### src/rtl/mc_proc_pkg.sv
// ----------------------------------------------------------------------------
// mc_proc_pkg: shared encodings, ALU operation and FSM state types for mc_processor
// Rev 1.0
// ----------------------------------------------------------------------------
`default_nettype none

package mc_proc_pkg;

  localparam logic [6:0] OPC_OP     = 7'b0110011;
  localparam logic [6:0] OPC_OP_IMM = 7'b0010011;
  localparam logic [6:0] OPC_BRANCH = 7'b1100011;

  localparam logic [2:0] F3_ADD  = 3'b000;
  localparam logic [2:0] F3_SLL  = 3'b001;
  localparam logic [2:0] F3_SLT  = 3'b010;
  localparam logic [2:0] F3_SLTU = 3'b011;
  localparam logic [2:0] F3_XOR  = 3'b100;
  localparam logic [2:0] F3_SR   = 3'b101;
  localparam logic [2:0] F3_OR   = 3'b110;
  localparam logic [2:0] F3_AND  = 3'b111;
  localparam logic [2:0] F3_BEQ  = 3'b000;
  localparam logic [2:0] F3_BNE  = 3'b001;

  localparam logic [6:0] F7_BASE = 7'h00;
  localparam logic [6:0] F7_ALT  = 7'h20;

  localparam logic [31:0] INSN_ECALL  = 32'h0000_0073;
  localparam logic [31:0] INSN_EBREAK = 32'h0010_0073;

  typedef enum logic [3:0] {
    ALU_ADD, ALU_SUB, ALU_SLL, ALU_SLT, ALU_SLTU,
    ALU_XOR, ALU_SRL, ALU_SRA, ALU_OR, ALU_AND
  } alu_op_t;

  typedef enum logic [2:0] {
    ST_IDLE, ST_FETCH, ST_DECODE, ST_EXECUTE, ST_WRITEBACK, ST_HALT
  } state_t;

  // alt selects SUB/SRA (funct7 bit 5 / imm[10])
  function automatic alu_op_t f3_to_alu(input logic [2:0] f3, input logic alt);
    alu_op_t op;
    case (f3)
      F3_ADD:  op = alt ? ALU_SUB : ALU_ADD;
      F3_SLL:  op = ALU_SLL;
      F3_SLT:  op = ALU_SLT;
      F3_SLTU: op = ALU_SLTU;
      F3_XOR:  op = ALU_XOR;
      F3_SR:   op = alt ? ALU_SRA : ALU_SRL;
      F3_OR:   op = ALU_OR;
      default: op = ALU_AND;
    endcase
    return op;
  endfunction

endpackage

`default_nettype wire

### src/rtl/mc_alu.sv
// ----------------------------------------------------------------------------
// mc_alu: combinational XLEN-wide integer ALU for mc_processor
// Rev 1.0
// ----------------------------------------------------------------------------
`default_nettype none

module mc_alu
  import mc_proc_pkg::*;
#(
  parameter int XLEN = 32
) (
  input  logic [XLEN-1:0] a,
  input  logic [XLEN-1:0] b,
  input  alu_op_t         alu_op,
  output logic [XLEN-1:0] result
);

  localparam int SHW = $clog2(XLEN);

  logic [SHW-1:0] w_sh;
  assign w_sh = b[SHW-1:0];

  always_comb begin
    result = '0;
    case (alu_op)
      ALU_ADD:  result = a + b;
      ALU_SUB:  result = a - b;
      ALU_SLL:  result = a << w_sh;
      ALU_SLT:  result = {{(XLEN-1){1'b0}}, ($signed(a) < $signed(b))};
      ALU_SLTU: result = {{(XLEN-1){1'b0}}, (a < b)};
      ALU_XOR:  result = a ^ b;
      ALU_SRL:  result = a >> w_sh;
      ALU_SRA:  result = $unsigned($signed(a) >>> w_sh);
      ALU_OR:   result = a | b;
      ALU_AND:  result = a & b;
      default:  result = '0;
    endcase
  end

endmodule

`default_nettype wire

### src/rtl/mc_processor.sv
// ----------------------------------------------------------------------------
// mc_processor: multi-cycle RV32I-subset core; BEQ/BNE enabled by MC_BRANCH_EN
// Rev 1.0
// ----------------------------------------------------------------------------
`default_nettype none

module mc_processor
  import mc_proc_pkg::*;
#(
  parameter int              XLEN     = 32,
  parameter int              NREGS    = 32,
  parameter logic [XLEN-1:0] PC_RESET = '0
) (
  input  logic            clock,
  input  logic            reset,
  output logic            imem_req,
  output logic [XLEN-1:0] imem_addr,
  input  logic            imem_ack,
  input  logic [31:0]     imem_rdata,
  output logic            retire,
  output logic            zero,
  output logic            halted,
  output logic            illegal
);

  localparam int IDXW = $clog2(NREGS);

  state_t          r_state;
  state_t          w_next;
  logic [XLEN-1:0] r_pc;
  logic [31:0]     r_ir;
  logic [XLEN-1:0] r_a;
  logic [XLEN-1:0] r_b;
  logic [XLEN-1:0] r_result;
  logic            r_zero;
  logic            r_illegal;
  logic [XLEN-1:0] r_regs [NREGS];

  logic [6:0]      w_opcode;
  logic [4:0]      w_rd;
  logic [2:0]      w_f3;
  logic [4:0]      w_rs1;
  logic [4:0]      w_rs2;
  logic [6:0]      w_f7;
  logic [XLEN-1:0] w_imm_i;
  logic [XLEN-1:0] w_rs1_val;
  logic [XLEN-1:0] w_rs2_val;
  logic [XLEN-1:0] w_alu_res;
  logic [XLEN-1:0] w_pc_plus4;
  alu_op_t         w_op;
  logic            w_legal;
  logic            w_use_imm;
  logic            w_is_branch;
  logic            w_shamt_ok;
  logic            w_bad_reg;
  logic            w_is_sys;
  logic            w_wen;
  logic            w_stop_illegal;
  logic            w_taken;
  logic [XLEN-1:0] w_target;

  // The IR stays valid from DECODE through WRITEBACK, so decode is purely combinational.
  assign w_opcode   = r_ir[6:0];
  assign w_rd       = r_ir[11:7];
  assign w_f3       = r_ir[14:12];
  assign w_rs1      = r_ir[19:15];
  assign w_rs2      = r_ir[24:20];
  assign w_f7       = r_ir[31:25];
  assign w_imm_i    = {{(XLEN-12){r_ir[31]}}, r_ir[31:20]};
  assign w_rs1_val  = r_regs[w_rs1[IDXW-1:0]];
  assign w_rs2_val  = r_regs[w_rs2[IDXW-1:0]];
  assign w_pc_plus4 = r_pc + XLEN'(4);
  assign w_shamt_ok = (XLEN == 64) || !r_ir[25];
  assign w_is_sys   = (r_ir == INSN_ECALL) || (r_ir == INSN_EBREAK);
  assign w_wen      = (w_rd != 5'd0) && !w_is_branch;
  assign w_bad_reg  = (int'(w_rs1) >= NREGS)
                   || (!w_use_imm && (int'(w_rs2) >= NREGS))
                   || (!w_is_branch && (int'(w_rd) >= NREGS));

`ifdef MC_BRANCH_EN
  logic [XLEN-1:0] w_imm_b;
  assign w_imm_b  = {{(XLEN-13){r_ir[31]}}, r_ir[31], r_ir[7], r_ir[30:25], r_ir[11:8], 1'b0};
  assign w_taken  = w_is_branch && (w_f3[0] ? (r_a != r_b) : (r_a == r_b));
  assign w_target = r_pc + w_imm_b;
`else
  assign w_taken  = 1'b0;
  assign w_target = w_pc_plus4;
`endif

  always_comb begin
    w_op        = ALU_ADD;
    w_legal     = 1'b0;
    w_use_imm   = 1'b0;
    w_is_branch = 1'b0;
    case (w_opcode)
      OPC_OP: begin
        if (w_f7 == F7_BASE) begin
          w_legal = 1'b1;
          w_op    = f3_to_alu(w_f3, 1'b0);
        end else if ((w_f7 == F7_ALT) && ((w_f3 == F3_ADD) || (w_f3 == F3_SR))) begin
          w_legal = 1'b1;
          w_op    = f3_to_alu(w_f3, 1'b1);
        end
      end
      OPC_OP_IMM: begin
        w_use_imm = 1'b1;
        case (w_f3)
          F3_SLL: begin
            w_legal = (w_f7[6:1] == 6'd0) && w_shamt_ok;
            w_op    = ALU_SLL;
          end
          F3_SR: begin
            w_legal = ((w_f7[6:1] == 6'd0) || (w_f7[6:1] == F7_ALT[6:1])) && w_shamt_ok;
            w_op    = w_f7[5] ? ALU_SRA : ALU_SRL;
          end
          default: begin
            w_legal = 1'b1;
            w_op    = f3_to_alu(w_f3, 1'b0);
          end
        endcase
      end
`ifdef MC_BRANCH_EN
      OPC_BRANCH: begin
        w_is_branch = 1'b1;
        w_op        = ALU_SUB;
        w_legal     = (w_f3 == F3_BEQ) || (w_f3 == F3_BNE);
      end
`endif
      default: ;
    endcase
  end

  mc_alu #(
    .XLEN(XLEN)
  ) u_alu (
    .a      (r_a),
    .b      (r_b),
    .alu_op (w_op),
    .result (w_alu_res)
  );

  always_ff @(posedge clock or negedge reset) begin
    if (!reset) r_state <= ST_IDLE;
    else        r_state <= w_next;
  end

  always_comb begin
    w_next         = r_state;
    w_stop_illegal = 1'b0;
    case (r_state)
      ST_IDLE:  w_next = ST_FETCH;
      ST_FETCH: if (imem_ack) w_next = ST_DECODE;
      ST_DECODE: begin
        if (w_is_sys) begin
          w_next = ST_HALT;
        end else if (!w_legal || w_bad_reg) begin
          w_next         = ST_HALT;
          w_stop_illegal = 1'b1;
        end else begin
          w_next = ST_EXECUTE;
        end
      end
      ST_EXECUTE: begin
        // A misaligned taken branch stops before WRITEBACK so it never retires.
        if (w_taken && w_target[1]) begin
          w_next         = ST_HALT;
          w_stop_illegal = 1'b1;
        end else begin
          w_next = ST_WRITEBACK;
        end
      end
      ST_WRITEBACK: w_next = ST_FETCH;
      ST_HALT:      w_next = ST_HALT;
      default:      w_next = ST_IDLE;
    endcase
  end

  always_ff @(posedge clock or negedge reset) begin
    if (!reset) begin
      r_pc      <= PC_RESET;
      r_ir      <= '0;
      r_a       <= '0;
      r_b       <= '0;
      r_result  <= '0;
      r_zero    <= 1'b0;
      r_illegal <= 1'b0;
      for (int i = 0; i < NREGS; i++) r_regs[i] <= '0;
    end else begin
      if (w_stop_illegal) r_illegal <= 1'b1;
      case (r_state)
        ST_FETCH: if (imem_ack) r_ir <= imem_rdata;
        ST_DECODE: begin
          r_a <= w_rs1_val;
          r_b <= w_use_imm ? w_imm_i : w_rs2_val;
        end
        ST_EXECUTE: begin
          r_result <= w_alu_res;
          r_zero   <= (w_alu_res == '0);
        end
        ST_WRITEBACK: begin
          if (w_wen) r_regs[w_rd[IDXW-1:0]] <= r_result;
          r_pc <= w_taken ? w_target : w_pc_plus4;
        end
        default: ;
      endcase
    end
  end

  assign imem_req  = (r_state == ST_FETCH);
  assign imem_addr = r_pc;
  assign retire    = (r_state == ST_WRITEBACK);
  assign zero      = r_zero;
  assign halted    = (r_state == ST_HALT);
  assign illegal   = r_illegal;

endmodule

`default_nettype wire

### config.mk
export PLATFORM = sky130hd
export DESIGN_NAME = mc_processor
export DESIGN_NICKNAME = d
export VERILOG_FILES = /design/src/rtl/mc_proc_pkg.sv /design/src/rtl/mc_alu.sv /design/src/rtl/mc_processor.sv
export SDC_FILE = /design/constraint.sdc
export NUM_CORES = 2
export LEC_CHECK = 0
export CORE_ASPECT_RATIO = 0.7
export CORE_MARGIN = 2
export CORE_UTILIZATION = 30
export DETAILED_ROUTE_END_ITERATION = 8
export SYNTH_ARGS = -nofsm -noshare
export SYNTH_HDL_FRONTEND = slang
export SYNTH_SLANG_ARGS = --single-unit
### constraint.sdc
create_clock -name clock -period 4.9 [get_ports clock]
set_input_delay 0.735 -clock clock [delete_from_list [all_inputs] [get_ports clock]]
set_output_delay 0.735 -clock clock [all_outputs]
set_load 0.005 [all_outputs]
==> results by group <==
STA
  • Fin crit period: 4.77 ns
  • Period utilisation layout: 0.974
  • Slew margin rel.: 0.141
  • RSZ-0062 raised after global routing: no
  • Setup violators final: 0
  • Setup ws final: ~0.13 ns
  • FMAX: 209 MHz
  • Fin Setup TNS: 0 ns
  • Final Hold Viols: 0
  • Tightest Pin Transition: 1.29 ns
  • Layout Skew: 0.104 ns
  • Pins over their slew limit: 0

Layout
  • Final #Nets: 5,230
  • Post-route cell area: 79,400 um^2
  • Layout cells sized above 1: 0.440
  • Area grow syn2layout: 13.4%
  • FILL cells: 22,400
  • Final Util: 0.342
  • Final Instance Count excl. Fillers: 8,278

Synth
  • Post-synth cell types: 90
  • Synth Area per Inst: between 10 and 15 um^2
  • #FFs+latches synth: about 1,200
  • Main synth FF type: dfrtp_1
  • Post-synth top cells: dfrtp_1 (1,187), mux2_2 (1,023), mux4_2 (714), clkbuf_1 (413), nand2_1 (271)
  • Top-area cell type share of the netlist area: 0.424
  • Yosys top cell by area: dfrtp_1
  • Post-Synthesis Cells: 5,186
  • EDFF count, synth: 0
  • Async SR Flop Fraction: 1.00
  • Syn Std Cell Area: 70,000 um^2
  • Synth top area cells: dfrtp_1 (42%), mux4_2 (23%), mux2_2 (16%)
  • Syn. warnings: 0
  • Sequential cell area fraction in the yosys report: 0.424
  • Most common cell in the netlist: dfrtp_1

Floorplanning
  • Initial Utilization: 0.301
  • Die area: 237,000 um^2
  • Ports: 72
  • Placeable Area: 232,000 um^2
  • Die Ht: 408 um
  • Row cnt: between 100 and 150
  • Die Wd: 581 um

Run status
  • Status: complete, no violations

Clock network
  • CTS tree: yes
  • CTS buffer count: 120
  • Clk sinks: 1,187
  • H-tree Lvls: 3
  • Clk Latency, worst-skew pair: a little over 0.8 ns
  • Maximum clock path buffer count: 3
  • CTS root buf: clkbuf_16
  • Clock transition at path regs: approximately 0.070 ns

Global route
  • GRT Total Usage: 0.210
  • Number of global-route vias before repair: ~50,000
  • Global route total overflow: 0
  • Largest net degree at the start of global routing: 169
  • First-pass GRT wire length: 366 mm
  • Antenna violations before repair: 18

Place
  • Area of placed instances: 75,100 um^2
  • Pre-CTS WS: 0.103 ns
  • Port bufs: 69
  • DP HPWL: 167 mm
  • GPL Wtd Cong: roughly 1.0
  • DP Cell Count: 8,047

Drt
  • Final WL: around 250 mm
  • DRC viols: 0
  • WL/cell: 30.6 um
  • Vias post-DR: approximately 50,000
  • Remaining antenna violation count after routing: 0
  • Drt first pass iters: 6
  • Starting DRT DRC Count: ~6,300
  • Vias per inst: between 5 and 6

Critical path
  • WP data required: about 5.6 ns
  • Critical path class: flip-flop to flip-flop
  • Startpoint Class: flip-flop
  • Worst endpoint data arrival time: 5.47 ns
  • Peak fanout along the critical path: 4
  • CP endpoint kind: flip-flop

Power
  • Power per cell area: 392 nW/um^2
  • VDD IR max: 0.000358 V
  • Leak: 0.0344 uW

Worst hold path
  • Hold Crit Class: flip-flop to flip-flop

Run
  • Max-cap check violation count: 0
==> sequential cells by signal, summed over array words and instances (netlist names) <==
| register | cells |
|---|---|
| imem_addr | 30 |
| r_b | 32 |
| r_a | 32 |
| zero | 1 |
| illegal | 1 |
| r_result | 32 |
| r_ir | 32 |
| r_state | 3 |
| r_regs | 1024 |
==> power breakdown <==
part | switching, uW | leakage, uW | internal [uW]
sequential | 1680 | 0.0165 | 10200
clock | 4280 | 0.00203 | 5560
combinational | 5430 | 0.0159 | 3920
==> area by class of cell <==
| cell class | count | area [um^2] | area share |
|---|---|---|---|
| inverter | 103 | 387 | 0.00487 |
| clock buffer | 178 | 3500 | 0.0441 |
| antenna | 6 | 15.0 | 0.000189 |
| clock inverter | 46 | 706 | 0.00889 |
| timing repair buffer | 344 | 3140 | 0.0396 |
| multi-input combinational | 3339 | 38000 | 0.479 |
| tap | 3075 | 3850 | 0.0485 |
| sequential | 1187 | 29800 | 0.375 |
==> placed cells by master, fill, tap and decap left out, types with 16 or more instances in the layout <==
cell type	synthesis	layout
mux2i_1	84	84
buf_4	7	244
o211ai_1	22	22
nor2_1	178	171
nand2_1	271	252
nand3_1	38	36
nand4_1	35	35
o21ai_0	171	170
a22oi_1	19	19
buf_12	0	31
nor3_1	47	42
mux2_2	1023	1023
nand2b_1	20	20
xnor2_1	43	43
and3_1	22	22
dfrtp_1	1187	1173
inv_1	100	100
ha_1	98	98
a21oi_1	145	145
clkbuf_16	0	121
clkbuf_8	0	26
a221oi_1	16	16
o31ai_1	38	38
a211oi_1	56	53
nor2b_1	36	36
mux4_2	714	714
clkbuf_1	413	31
clkdlybuf4s50_1	0	68
==> critical path, cell delays in order (launching register included) <==
cell and delay [ns]:
dfrtp_4 0.49, inv_1 0.20, ha_1 0.34, o21ba_2 0.25
a2111o_1 0.53, a311oi_1 0.38, buf_4 0.20, a31oi_1 0.14
o311ai_1 0.30, o21ai_0 0.15, xnor2_1 0.17, a211oi_1 0.36
nand4_1 0.14, or4_1 0.57, nor4_2 0.30, a22o_1 0.19
==> kinds of logic (layout without fill, tap and decap cells) <==
kind of cell	after synthesis	after routing	share of synthesized area
multiplexers	1822	1822	0.406
flip-flops	1187	1187	0.424
AND/OR/NAND/NOR	713	713	0.0471
buffers and inverters	661	671	0.0365
AO/OA/AOI/OAI	649	649	0.0608
adder cells (fa/ha/maj)	100	100	0.0181
XOR/XNOR	53	53	0.00663
other	1	8	0.0000536
==> per-stage QoR <==
step	hold slack, ns	power [uW]
final	0.398	31100
after global routing	0.410	32300
after CTS	0.398	31200
after detailed placement	0.384	21400
after global placement	0.376	21300
after floorplan	0.439	17500
==> layer usage <==
layer | track usage | vias to the layer above | wire length [um]
li1 | - | 19700 | -
met1 | 0.317 | 26500 | 114000
met2 | 0.288 | 2623 | 104000
met3 | 0.0704 | 323 | 30100
met4 | 0.0411 | 6 | 4960
met5 | 0 | - | 36
==> timing repair <==
action	in CTS	in global routing
resized for setup	0	6
setup endpoints to repair	0	1
hold buffers	1	0
buffers inserted	0	0
endpoints found under the hold margin	45	0
==> final timing paths <==
kind	startpoint	to	slack (ns)	depth (start not counted)
min in group asynchronous	reset	r_regs[960]$_DFFE_PN0P_	0.47	2
hold / removal	r_regs[993]$_DFFE_PN0P_	r_regs[993]$_DFFE_PN0P_	0.40	0
hold reg to reg	r_regs[993]$_DFFE_PN0P_	r_regs[993]$_DFFE_PN0P_	0.40	0
setup / recovery	r_b[1]$_DFFE_PN0P_	zero$_DFFE_PN0P_	0.13	15
setup reg to reg	r_b[1]$_DFFE_PN0P_	zero$_DFFE_PN0P_	0.13	15
max in group asynchronous	reset	r_regs[819]$_DFFE_PN0P_	2.95	4
Note: power is estimated with default switching activity, not from simulation.
